**src/rtl/md_pkg.sv**
```systemverilog
// Shared types and constants for the market-data feed arbiter.
package md_pkg;

  localparam int CH_IDX_W = 3;

  localparam logic [7:0] ITCH_ADD    = 8'h41;
  localparam logic [7:0] ITCH_EXEC   = 8'h45;
  localparam logic [7:0] ITCH_CANCEL = 8'h58;

  typedef enum logic {
    IDLE,
    OWN
  } arb_state_t;

endpackage

```
**src/rtl/md_rr_pick.sv**
```systemverilog
// Combinational round-robin picker: first set request at or after 'start', wrapping.
module md_rr_pick
  import md_pkg::*;
#(
  parameter int NUM_CH = 4
) (
  input  logic [NUM_CH-1:0]   req,
  input  logic [CH_IDX_W-1:0] start,
  output logic [NUM_CH-1:0]   gnt,
  output logic [CH_IDX_W-1:0] idx,
  output logic                any
);

  localparam logic [CH_IDX_W:0] NUM_W = (CH_IDX_W+1)'(NUM_CH);

  logic [NUM_CH-1:0]   rot;
  logic [CH_IDX_W-1:0] off;
  logic [CH_IDX_W:0]   sum;
  logic                found;

  // Rotate so 'start' lands at bit 0, then a fixed-priority scan finds the offset.
  always_comb begin
    rot   = NUM_CH'({req, req} >> start);
    any   = |rot;
    off   = '0;
    found = 1'b0;
    for (int k = 0; k < NUM_CH; k++) begin
      if (!found && rot[k]) begin
        found = 1'b1;
        off   = CH_IDX_W'(k);
      end
    end
    sum = {1'b0, start} + {1'b0, off};
    if (sum >= NUM_W) sum = sum - NUM_W;
    idx = sum[CH_IDX_W-1:0];
    gnt = '0;
    for (int i = 0; i < NUM_CH; i++) begin
      gnt[i] = any && (idx == CH_IDX_W'(i));
    end
  end

endmodule

```
**src/rtl/md_feed_arbiter.sv**
```systemverilog
// Sticky round-robin arbiter feeding one market-data processor ingress port from NUM_CH
// feed channels, with a registered output stage and arbitration counters.
module md_feed_arbiter
  import md_pkg::*;
#(
  parameter int NUM_CH     = 4,
  parameter int DATA_WIDTH = 64,
  parameter int TYPE_WIDTH = 8,
  parameter int MAX_BURST  = 8
) (
  input  logic                         clk,
  input  logic                         rst_n,
  input  logic [NUM_CH-1:0]            ch_valid,
  input  logic [NUM_CH*DATA_WIDTH-1:0] ch_data,
  input  logic [NUM_CH*TYPE_WIDTH-1:0] ch_type,
  output logic [NUM_CH-1:0]            ch_ready,
  input  logic [NUM_CH-1:0]            ch_enable,
  output logic                         out_valid,
  output logic [DATA_WIDTH-1:0]        out_data,
  output logic [TYPE_WIDTH-1:0]        out_type,
  input  logic                         out_ready,
  output logic [CH_IDX_W-1:0]          out_channel,
  output logic [31:0]                  grant_total,
  output logic [31:0]                  wait_cycles
);

  localparam logic [7:0] BURST_MAX = 8'(MAX_BURST);

  arb_state_t          state, state_nxt;
  logic [CH_IDX_W-1:0] owner, owner_nxt, last_owner, last_nxt;
  logic [7:0]          burst_cnt, burst_nxt;

  logic [NUM_CH-1:0]     eligible, owner_oh, pick_gnt, sel_gnt;
  logic [CH_IDX_W-1:0]   start, pick_idx, sel_idx;
  logic                  load, owner_elig, keep, pick_any, sel_any, xfer, waiting;
  logic [DATA_WIDTH-1:0] sel_data;
  logic [TYPE_WIDTH-1:0] sel_type;

  logic                  vld_p1;
  logic [DATA_WIDTH-1:0] data_p1;
  logic [TYPE_WIDTH-1:0] type_p1;
  logic [CH_IDX_W-1:0]   chan_p1;

  function automatic logic [CH_IDX_W-1:0] next_idx(input logic [CH_IDX_W-1:0] i);
    return (i == CH_IDX_W'(NUM_CH-1)) ? '0 : i + 1'b1;
  endfunction

  always_comb begin
    owner_oh = '0;
    for (int i = 0; i < NUM_CH; i++) begin
      owner_oh[i] = (owner == CH_IDX_W'(i));
    end
  end

  assign eligible   = ch_valid & ch_enable;
  assign load       = !vld_p1 | out_ready;
  assign owner_elig = |(eligible & owner_oh);
  // Owner keeps the grant under its burst limit, or indefinitely when nobody else wants it.
  assign keep       = (state == OWN) && owner_elig &&
                      ((burst_cnt < BURST_MAX) || ((eligible & ~owner_oh) == '0));
  assign start      = (state == IDLE) ? next_idx(last_owner) : next_idx(owner);

  md_rr_pick #(.NUM_CH(NUM_CH)) u_pick (
    .req   (eligible),
    .start (start),
    .gnt   (pick_gnt),
    .idx   (pick_idx),
    .any   (pick_any)
  );

  assign sel_gnt  = keep ? owner_oh : pick_gnt;
  assign sel_idx  = keep ? owner : pick_idx;
  assign sel_any  = keep | pick_any;
  assign ch_ready = {NUM_CH{load}} & sel_gnt;
  assign xfer     = |(ch_valid & ch_ready);
  assign waiting  = |(eligible & ~ch_ready);

  always_comb begin
    sel_data = '0;
    sel_type = '0;
    for (int i = 0; i < NUM_CH; i++) begin
      if (sel_gnt[i]) begin
        sel_data = ch_data[i*DATA_WIDTH +: DATA_WIDTH];
        sel_type = ch_type[i*TYPE_WIDTH +: TYPE_WIDTH];
      end
    end
  end

  always_comb begin
    state_nxt = state;
    owner_nxt = owner;
    burst_nxt = burst_cnt;
    last_nxt  = last_owner;
    if (load) begin
      if (sel_any) begin
        state_nxt = OWN;
        owner_nxt = sel_idx;
        burst_nxt = keep ? ((burst_cnt < BURST_MAX) ? burst_cnt + 8'd1 : burst_cnt) : 8'd1;
      end else if (state == OWN) begin
        state_nxt = IDLE;
        last_nxt  = owner;
      end
    end
  end

  always_ff @(posedge clk or negedge rst_n) begin
    if (!rst_n) begin
      state      <= IDLE;
      owner      <= '0;
      burst_cnt  <= '0;
      last_owner <= CH_IDX_W'(NUM_CH-1);
    end else begin
      state      <= state_nxt;
      owner      <= owner_nxt;
      burst_cnt  <= burst_nxt;
      last_owner <= last_nxt;
    end
  end

  // Stage p1: output register toward the processor
  always_ff @(posedge clk or negedge rst_n) begin
    if (!rst_n) begin
      vld_p1  <= 1'b0;
      data_p1 <= '0;
      type_p1 <= '0;
      chan_p1 <= '0;
    end else if (load) begin
      vld_p1 <= xfer;
      if (xfer) begin
        data_p1 <= sel_data;
        type_p1 <= sel_type;
        chan_p1 <= sel_idx;
      end
    end
  end

  always_ff @(posedge clk or negedge rst_n) begin
    if (!rst_n) begin
      grant_total <= '0;
      wait_cycles <= '0;
    end else begin
      if (xfer)    grant_total <= grant_total + 32'd1;
      if (waiting) wait_cycles <= wait_cycles + 32'd1;
    end
  end

  assign out_valid   = vld_p1;
  assign out_data    = data_p1;
  assign out_type    = type_p1;
  assign out_channel = chan_p1;

endmodule

```
**config.mk**
```make
export PLATFORM = sky130hd
export DESIGN_NAME = md_feed_arbiter
export DESIGN_NICKNAME = d
export VERILOG_FILES = /design/src/rtl/md_pkg.sv /design/src/rtl/md_rr_pick.sv /design/src/rtl/md_feed_arbiter.sv
export SDC_FILE = /design/constraint.sdc
export NUM_CORES = 1
export LEC_CHECK = 0
export ABC_AREA = 1
export CORE_AREA = 2 2 251 154
export DETAILED_ROUTE_END_ITERATION = 7
export DIE_AREA = 0 0 253 156
export GPL_TIMING_DRIVEN = 1
export PLACE_DENSITY = 0.58
export SLEW_MARGIN = 20
export SYNTH_ARGS = -nofsm -noshare
export SYNTH_HDL_FRONTEND = slang
export SYNTH_SLANG_ARGS = --single-unit
```
**constraint.sdc**
```tcl
create_clock -name clk -period 3.51 [get_ports clk]
set_input_delay 0.5265 -clock clk [delete_from_list [all_inputs] [get_ports clk]]
set_output_delay 0.5265 -clock clk [all_outputs]
set_load 0.005 [all_outputs]
```
; ---- Yosys cells after proc, flatten, opt, wreduce, memory -nomap -nowiden
; Index checks and enable logic that the tools add are counted.
[classes]
n_addsub = 7
order_cmp = 2
n_eq_ne = 8
shifts = 1
n_mux = 23
bitwise_logic = 11
reduce_logical = 25
[ops]
columns = op, count
row1 = 64-bit two-way mux, 4
row2 = 32-bit by 1-bit adder with 32-bit output (second input constant), 2
row3 = 8-bit two-way mux, 6
row4 = 4-bit AND, 6
row5 = 4-bit OR reduction, 4
row6 = 3-bit by 2-bit equality test with 1-bit output (second input constant), 5
row7 = 3-bit two-way mux, 5
row8 = 1-bit logical AND, 9
row9 = 8-bit by 1-bit adder with 8-bit output (second input constant), 1
row10 = 8-bit by 4-bit < comparator with 1-bit output (second input constant), 1
row11 = 4-bit inverter, 2
row12 = 8-bit by 3-bit >> shifter with 4-bit output, 1
row13 = 3-bit by 1-bit adder with 3-bit output (second input constant), 2
row14 = 3-bit by 1-bit equality test with 1-bit output (second input constant), 2
row15 = 3-bit zero test, 2
row16 = 3-bit AND reduction, 2
row17 = 1-bit two-way mux, 5
row18 = 3-bit by 2-bit adder with 4-bit output, 1
row19 = 4-bit by 3-bit >= comparator with 1-bit output (second input constant), 1
row20 = 1-bit zero test, 4
row21 = 4-bit zero test, 1
row22 = 2-bit two-way mux, 2
row23 = 4-bit two-way mux, 1
row24 = 2-bit AND reduction, 2
row25 = 5 further kinds, 6
[totals]
register_bits = 155
inputBits = 299
out_inout_bits = 144
elab_cells = 87

; ---- Logic depth before layout (Yosys ltp)
; Gate-level depths: netlist of run 1.
[logic_depth]
depth_word = 24
depth_mapped = 28

; ---- Modules after synthesis
; From an unflattened synthesis of run 1, not the netlist that was laid out.
[unflattened]
hier_cells = 1801
area_unflattened_um2 = 11811.3
[modules_own_cells]
columns = mod, n_inst, cells_per_inst, area_each_um2
row1 = md_feed_arbiter, 1, 1742, 11504.8
row2 = md_rr_pick, 1, 59, 306.5

; ---- Worst setup path before layout of run 1
; No wires, ideal clock.
[synth_timing]
kind = reg2reg
startpoint = reg owner[0]
endpoint = reg wait_cycles[23]
setup_ns = 0.117
t_arrival_ns = 3.236
required_time_ns = 3.393
path_slack_ns = 0.158
path_stages_with_launch = 27
n_path_buf = 2
synth_period_minus_slack_ns = 3.352
path_cell_list = dfrtp_1 inv_1 ha_1 nand2_1 o21ai_2 inv_2 nor2_1 nand2_1 nand3_2 a31oi_1 nor2_1 ha_1 inv_1 fa_1 nor2_1 and3_1 nand2_1 nand2_1 buf_6 nand2_1 nand2_1 nand2_1 nor2_2 inv_2 buf_2 nand2_1 nand2_1
[synth_via]
elab_chain_cells = 24
[synth_rtl]
columns = element, line
row1 = start: declaration, md_feed_arbiter.sv:30  ; logic [CH_IDX_W-1:0] owner, owner_nxt, last_owner, last_nxt;
row2 = start signal: assignment, md_feed_arbiter.sv:114  ; owner <= owner_nxt;
row3 = 3-bit by 1-bit adder with 3-bit output or 3-bit by 2-bit equality test with 1-bit output (tied branches), "md_feed_arbiter.sv:45, md_feed_arbiter.sv:51"
row4 = 3-bit two-way mux, md_feed_arbiter.sv:45  ; return (i == CH_IDX_W'(NUM_CH-1)) ? '0 : i + 1'b1;
row5 = 3-bit two-way mux, md_feed_arbiter.sv:61  ; assign start = (state == IDLE) ? next_idx(last_owner) : next_idx(owner);
row6 = 8-bit by 3-bit >> shifter with 4-bit output, md_rr_pick.sv:23  ; rot = NUM_CH'({req, req} >> start);
row7 = 1-bit two-way mux, md_rr_pick.sv:28  ; if (!found && rot[k]) begin
row8 = 1-bit zero test, md_rr_pick.sv:28
row9 = 1-bit logical AND, md_rr_pick.sv:28
row10 = 1-bit two-way mux, md_rr_pick.sv:28
row11 = [8 not listed], -
row12 = 3-bit two-way mux, md_rr_pick.sv:34  ; if (sum >= NUM_W) sum = sum - NUM_W;
row13 = 3-bit by 1-bit equality test with 1-bit output (tied with other cells), md_rr_pick.sv:38  ; gnt[i] = any && (idx == CH_IDX_W'(i));
row14 = 1-bit logical AND, md_rr_pick.sv:38
row15 = 4-bit two-way mux (*), md_feed_arbiter.sv:71  ; assign sel_gnt = keep ? owner_oh : pick_gnt;
row16 = 4-bit AND (*), md_feed_arbiter.sv:74  ; assign ch_ready = {NUM_CH{load}} & sel_gnt;
row17 = 4-bit inverter (*), md_feed_arbiter.sv:76  ; assign waiting = |(eligible & ~ch_ready);
row18 = 4-bit AND (*), md_feed_arbiter.sv:76
row19 = 4-bit OR reduction (*), md_feed_arbiter.sv:76
row20 = end signal: assignment, md_feed_arbiter.sv:143  ; if (waiting) wait_cycles <= wait_cycles + 32'd1;
row21 = end: declaration, md_feed_arbiter.sv:24  ; output logic [31:0] wait_cycles
; Mark *: on every way between the ends. The rest lies on a longest branch, timed or not.
; A chain may end at the register's enable or synchronous reset.

; ---- Final worst setup path of run 1
[layout_timing]
startpoint = reg last_owner[1]
endpoint = out ch_ready[1]
[layout_via]
elab_chain_cells = 21
[layout_rtl]
columns = element, line
row1 = start: declaration, md_feed_arbiter.sv:30
row2 = start signal: assignment, md_feed_arbiter.sv:111  ; last_owner <= CH_IDX_W'(NUM_CH-1);
row3 = start signal: assignment, md_feed_arbiter.sv:116  ; last_owner <= last_nxt;
row4 = 3-bit by 1-bit adder with 3-bit output or 3-bit by 2-bit equality test with 1-bit output (tied branches), md_feed_arbiter.sv:45
row5 = 3-bit two-way mux (*), md_feed_arbiter.sv:45
row6 = 3-bit two-way mux (*), md_feed_arbiter.sv:61
row7 = 8-bit by 3-bit >> shifter with 4-bit output, md_rr_pick.sv:23
row8 = 1-bit two-way mux, md_rr_pick.sv:28
row9 = 1-bit zero test, md_rr_pick.sv:28
row10 = 1-bit logical AND, md_rr_pick.sv:28
row11 = 1-bit two-way mux, md_rr_pick.sv:28
row12 = [5 not listed], -
row13 = 2-bit two-way mux, md_rr_pick.sv:28
row14 = 3-bit by 2-bit adder with 4-bit output, md_rr_pick.sv:33  ; sum = {1'b0, start} + {1'b0, off};
row15 = 4-bit by 3-bit >= comparator with 1-bit output or 3-bit subtractor (tied branches), md_rr_pick.sv:34
row16 = 3-bit two-way mux, md_rr_pick.sv:34
row17 = 3-bit by 1-bit equality test with 1-bit output, md_rr_pick.sv:38
row18 = 1-bit logical AND (*), md_rr_pick.sv:38
row19 = 4-bit two-way mux (*), md_feed_arbiter.sv:71
row20 = 4-bit AND (*), md_feed_arbiter.sv:74
row21 = end: declaration, md_feed_arbiter.sv:16  ; output logic [NUM_CH-1:0] ch_ready,
; Marks and branches as above.

==> out/results.md, run 1 <==
• status: finished with violations
• violated checks: negative setup slack
• row count: 55
• overall overflow remaining after global route: 0
• Max clock buf depth: 2
• layout cells sized above 1: 0.128
• clock transition at the register clock pins on the worst setup and hold paths after CTS: 0.07 ns
• first-pass GRT wire length: 79.6 mm
• nets: 2609
• drt drc: 0
• pin count of the biggest net entering global routing: 71
• Tot GR Track Use: 0.268
• CTS H-Tree Depth: 4
• minimum setup slack after placement: -0.639 ns
• Inserted Clock Buffers: 17
• Max Freq: 259 MHz
• fillcell total: 3665
• Yosys cell types: 34
• post-route cell area: 18800 um^2
• average wire length per cell after detail routing: 19.2 um
• vias in the first global route: 12884
• I/O pin count: 443
• Tightest Hold Check Type: in -> async
• number of detailed-route iterations in the first pass: 7
• type of the worst setup path: reg -> out
• TritonCTS clock tree: done
• setup-violating endpoint count in the final report: 144
• crit path launch type: register
• Max Slew Vio Count: 0
• area growth from synthesis to final layout: 70.4%
• Final Hold Fails: 0
• crit path capture type: primary output
• worst-case headroom to the max-slew limit: 0.497
• die outline area: 39500 um^2
• Arrival @ worst endpoint: 3.33 ns
• mean cell area of the mapped netlist: 6.20 um^2
• later-pin clock latency in the skew report: 0.46 ns
• number of warning messages in the yosys log: 0
• die extent in x: 253 um
• Initial Util: 0.296
• input/output buffers: 442
• Seq. cell area: 3880 um^2
• Routed WL: 53.6 mm
• Die Span Y: 156 um
• Via Count: 13399
• final setup TNS: -34.86 ns
• TritonCTS Sinks: 155
• primary flip-flop cell chosen by synthesis mapping: sky130_fd_sc_hd__dfrtp_1
• placeable core region: 37200 um^2
• number of enable flip-flop cells after synthesis: 0
• area of the multi-input gates: 6200 um^2
• initial DRC count: 913
• number of antenna-violating nets in the routed design: 0
• worst-case setup margin in the final layout: -0.349 ns
• time the final worst path needs with I/O delays and setup: 3.86 ns
• antenna diode count: 0
• required arrival time at the worst endpoint: 2.98 ns
• setup repair after global routing missed its margin: yes
• sequential share of the synthesized area: 0.353
• total placed instance area: 16600 um^2
• # Max-Cap Violations: 0
• buffer cell driving the clock tree root: sky130_fd_sc_hd__clkbuf_16
• number of vias per cell after detailed routing: 4.79
• final estimated routing congestion in global placement: 0.967
• share of the cycle needed by the critical path after routing: 1.10
• skew final: 0.0118 ns
• proportion of register bits with asynchronous set or reset after synthesis: 1.00
• Max FO, Critical Path: 7
• HPWL after DPL: 38.3 mm
• pin slew with the least headroom to its limit: 0.754 ns
• Cells after Synth: 1774
• net count after synthesis: 2084
• #FFs+latches synth: 155
• synthesized cell area: 11000 um^2
• antenna violations before repair: 1
-- cell type report --
cell class	count	share of cell area
sequential	155	0.207
inverter	219	0.0450
timing repair buffer	589	0.353
clock inverter	14	0.00847
multi-input combinational	1316	0.330
timing repair inverter	1	0.000867
tap	484	0.0323
clock buffer	18	0.0234
-- path summary, 6_finish.rpt --
path	startpoint	to	slack, ns	depth (start not counted)
worst max-delay path	last_owner[1]	ch_ready[1]	-0.35	19
worst min-delay path	rst_n	out_channel[2]	0.09	1
worst max register to register	last_owner[1]	out_data[5]	-0.33	26
worst min register to register	out_data[9]	out_data[9]	0.48	2
max in group asynchronous	rst_n	last_owner[1]	2.44	2
min in group clk	out_data[9]	out_data[9]	0.48	2
-- synth_stat cells (2+ instances only) --
master	n	area, um^2
sky130_fd_sc_hd__buf_2	25	125
sky130_fd_sc_hd__o21ai_0	25	125
sky130_fd_sc_hd__nand2_2	5	31.3
sky130_fd_sc_hd__dfstp_2	2	52.6
sky130_fd_sc_hd__nand2_4	2	22.5
sky130_fd_sc_hd__nand4_1	9	56.3
sky130_fd_sc_hd__ha_1	10	125
sky130_fd_sc_hd__clkbuf_1	34	128
sky130_fd_sc_hd__xnor2_1	20	175
sky130_fd_sc_hd__nor2_2	5	31.3
sky130_fd_sc_hd__xor2_1	42	368
sky130_fd_sc_hd__buf_6	6	67.6
sky130_fd_sc_hd__nor3_1	29	145
sky130_fd_sc_hd__a21oi_1	145	726
sky130_fd_sc_hd__dfrtp_1	153	3830
sky130_fd_sc_hd__o21a_1	2	15.0
sky130_fd_sc_hd__inv_2	5	18.8
sky130_fd_sc_hd__nand2_1	822	3090
sky130_fd_sc_hd__nand3_2	2	20.0
sky130_fd_sc_hd__o21ai_1	3	15.0
sky130_fd_sc_hd__nor2_1	78	293
sky130_fd_sc_hd__buf_4	11	82.6
sky130_fd_sc_hd__nand3_1	96	480
sky130_fd_sc_hd__nor4_1	14	87.6
sky130_fd_sc_hd__inv_1	213	800
sky130_fd_sc_hd__buf_1	8	30.0
-- timing repair --
item / 4_1_cts / 5_1_grt
resized for setup: 131 / 40
hold endpoints to repair: 0 / 0
endpoints found under the setup margin: 144 / 144
pin swaps: 42 / 19
hold buffers: 0 / 0
setup buffers: 20 / 8
gates cloned: 20 / 6
-- per-stage QoR --
step / instances / util / hold slack, ns
floorplan: 1774 / - / 0.231
global placement: 2710 / 0.447 / 0.463
detailed placement: 2710 / 0.447 / 0.464
CTS: 2782 / 0.494 / 0.113
global route: 2796 / 0.505 / 0.138
finish: 2796 / 0.505 / 0.0874
-- per-layer routing --
metal | GRT usage | vias up | part of all wire
met5 | 0 | - | 0.00024
met4 | 0.0479 | 2 | 0.014
met3 | 0.0531 | 46 | 0.067
met2 | 0.427 | 492 | 0.45
met1 | 0.379 | 6353 | 0.46
li1 | - | 6506 | -
-- sequential cells by signal (all words and copies together) (netlist names) --
signal       flops
out_type         8
grant_total     32
out_valid        1
out_channel      3
state            1
last_owner       3
owner            3
out_data        64
wait_cycles     32
burst_cnt        8
-- kinds of logic after synthesis --
kind of cell / after synthesis / share of synthesized area
buf+inv: 303 / 0.114
fa+ha+maj: 11 / 0.0132
xor+xnor: 62 / 0.0493
flops: 155 / 0.353
simple gates: 1064 / 0.388
compound gates: 179 / 0.0829
-- cell usage in the layout (no fill, tap or decap), drive strengths merged --
cell,n
a21oi,145
a2bb2oi,1
a31oi,1
and3,1
buf,142
bufbuf,4
bufinv,2
clkbuf,24
clkdlybuf4s50,437
clkinv,3
clkinvlp,4
dfrtp,153
dfstp,2
fa,1
ha,10
inv,225
nand2,829
nand3,98
nand4,9
nor2,84
nor3,29
nor4,14
o21a,2
o21ai,29
o31ai,1
xnor2,20
xor2,42
-- critical path, cell delays in order (launching register included) --
cell and delay [ns]:
sky130_fd_sc_hd__dfstp_2 0.56, sky130_fd_sc_hd__ha_4 0.13, sky130_fd_sc_hd__inv_2 0.04, sky130_fd_sc_hd__o21ai_4 0.16
sky130_fd_sc_hd__inv_4 0.09, sky130_fd_sc_hd__nor2_4 0.14, sky130_fd_sc_hd__nand3_2 0.08, sky130_fd_sc_hd__nand2_2 0.09
sky130_fd_sc_hd__a31oi_2 0.09, sky130_fd_sc_hd__nor2_2 0.09, sky130_fd_sc_hd__ha_2 0.18, sky130_fd_sc_hd__inv_2 0.04
sky130_fd_sc_hd__fa_2 0.56, sky130_fd_sc_hd__nand3_2 0.09, sky130_fd_sc_hd__nor2_1 0.13, sky130_fd_sc_hd__nand2_1 0.10
sky130_fd_sc_hd__nand2_4 0.09, sky130_fd_sc_hd__nand2_2 0.06, sky130_fd_sc_hd__inv_2 0.05, sky130_fd_sc_hd__buf_6 0.10
Power of run 1 is not shown: default switching activity piles up to over one toggle a cycle in this logic, so the estimate is an artifact.
==> inputs of run 2 (changes only) <==
- CTS_CLUSTER_SIZE: unset -> 12
- SLEW_MARGIN: 20 -> 5
==> results of run 2 <==
Final layout, timing and power as in run 1 (identical DEF).
Power of run 2 is left out for the same reason.
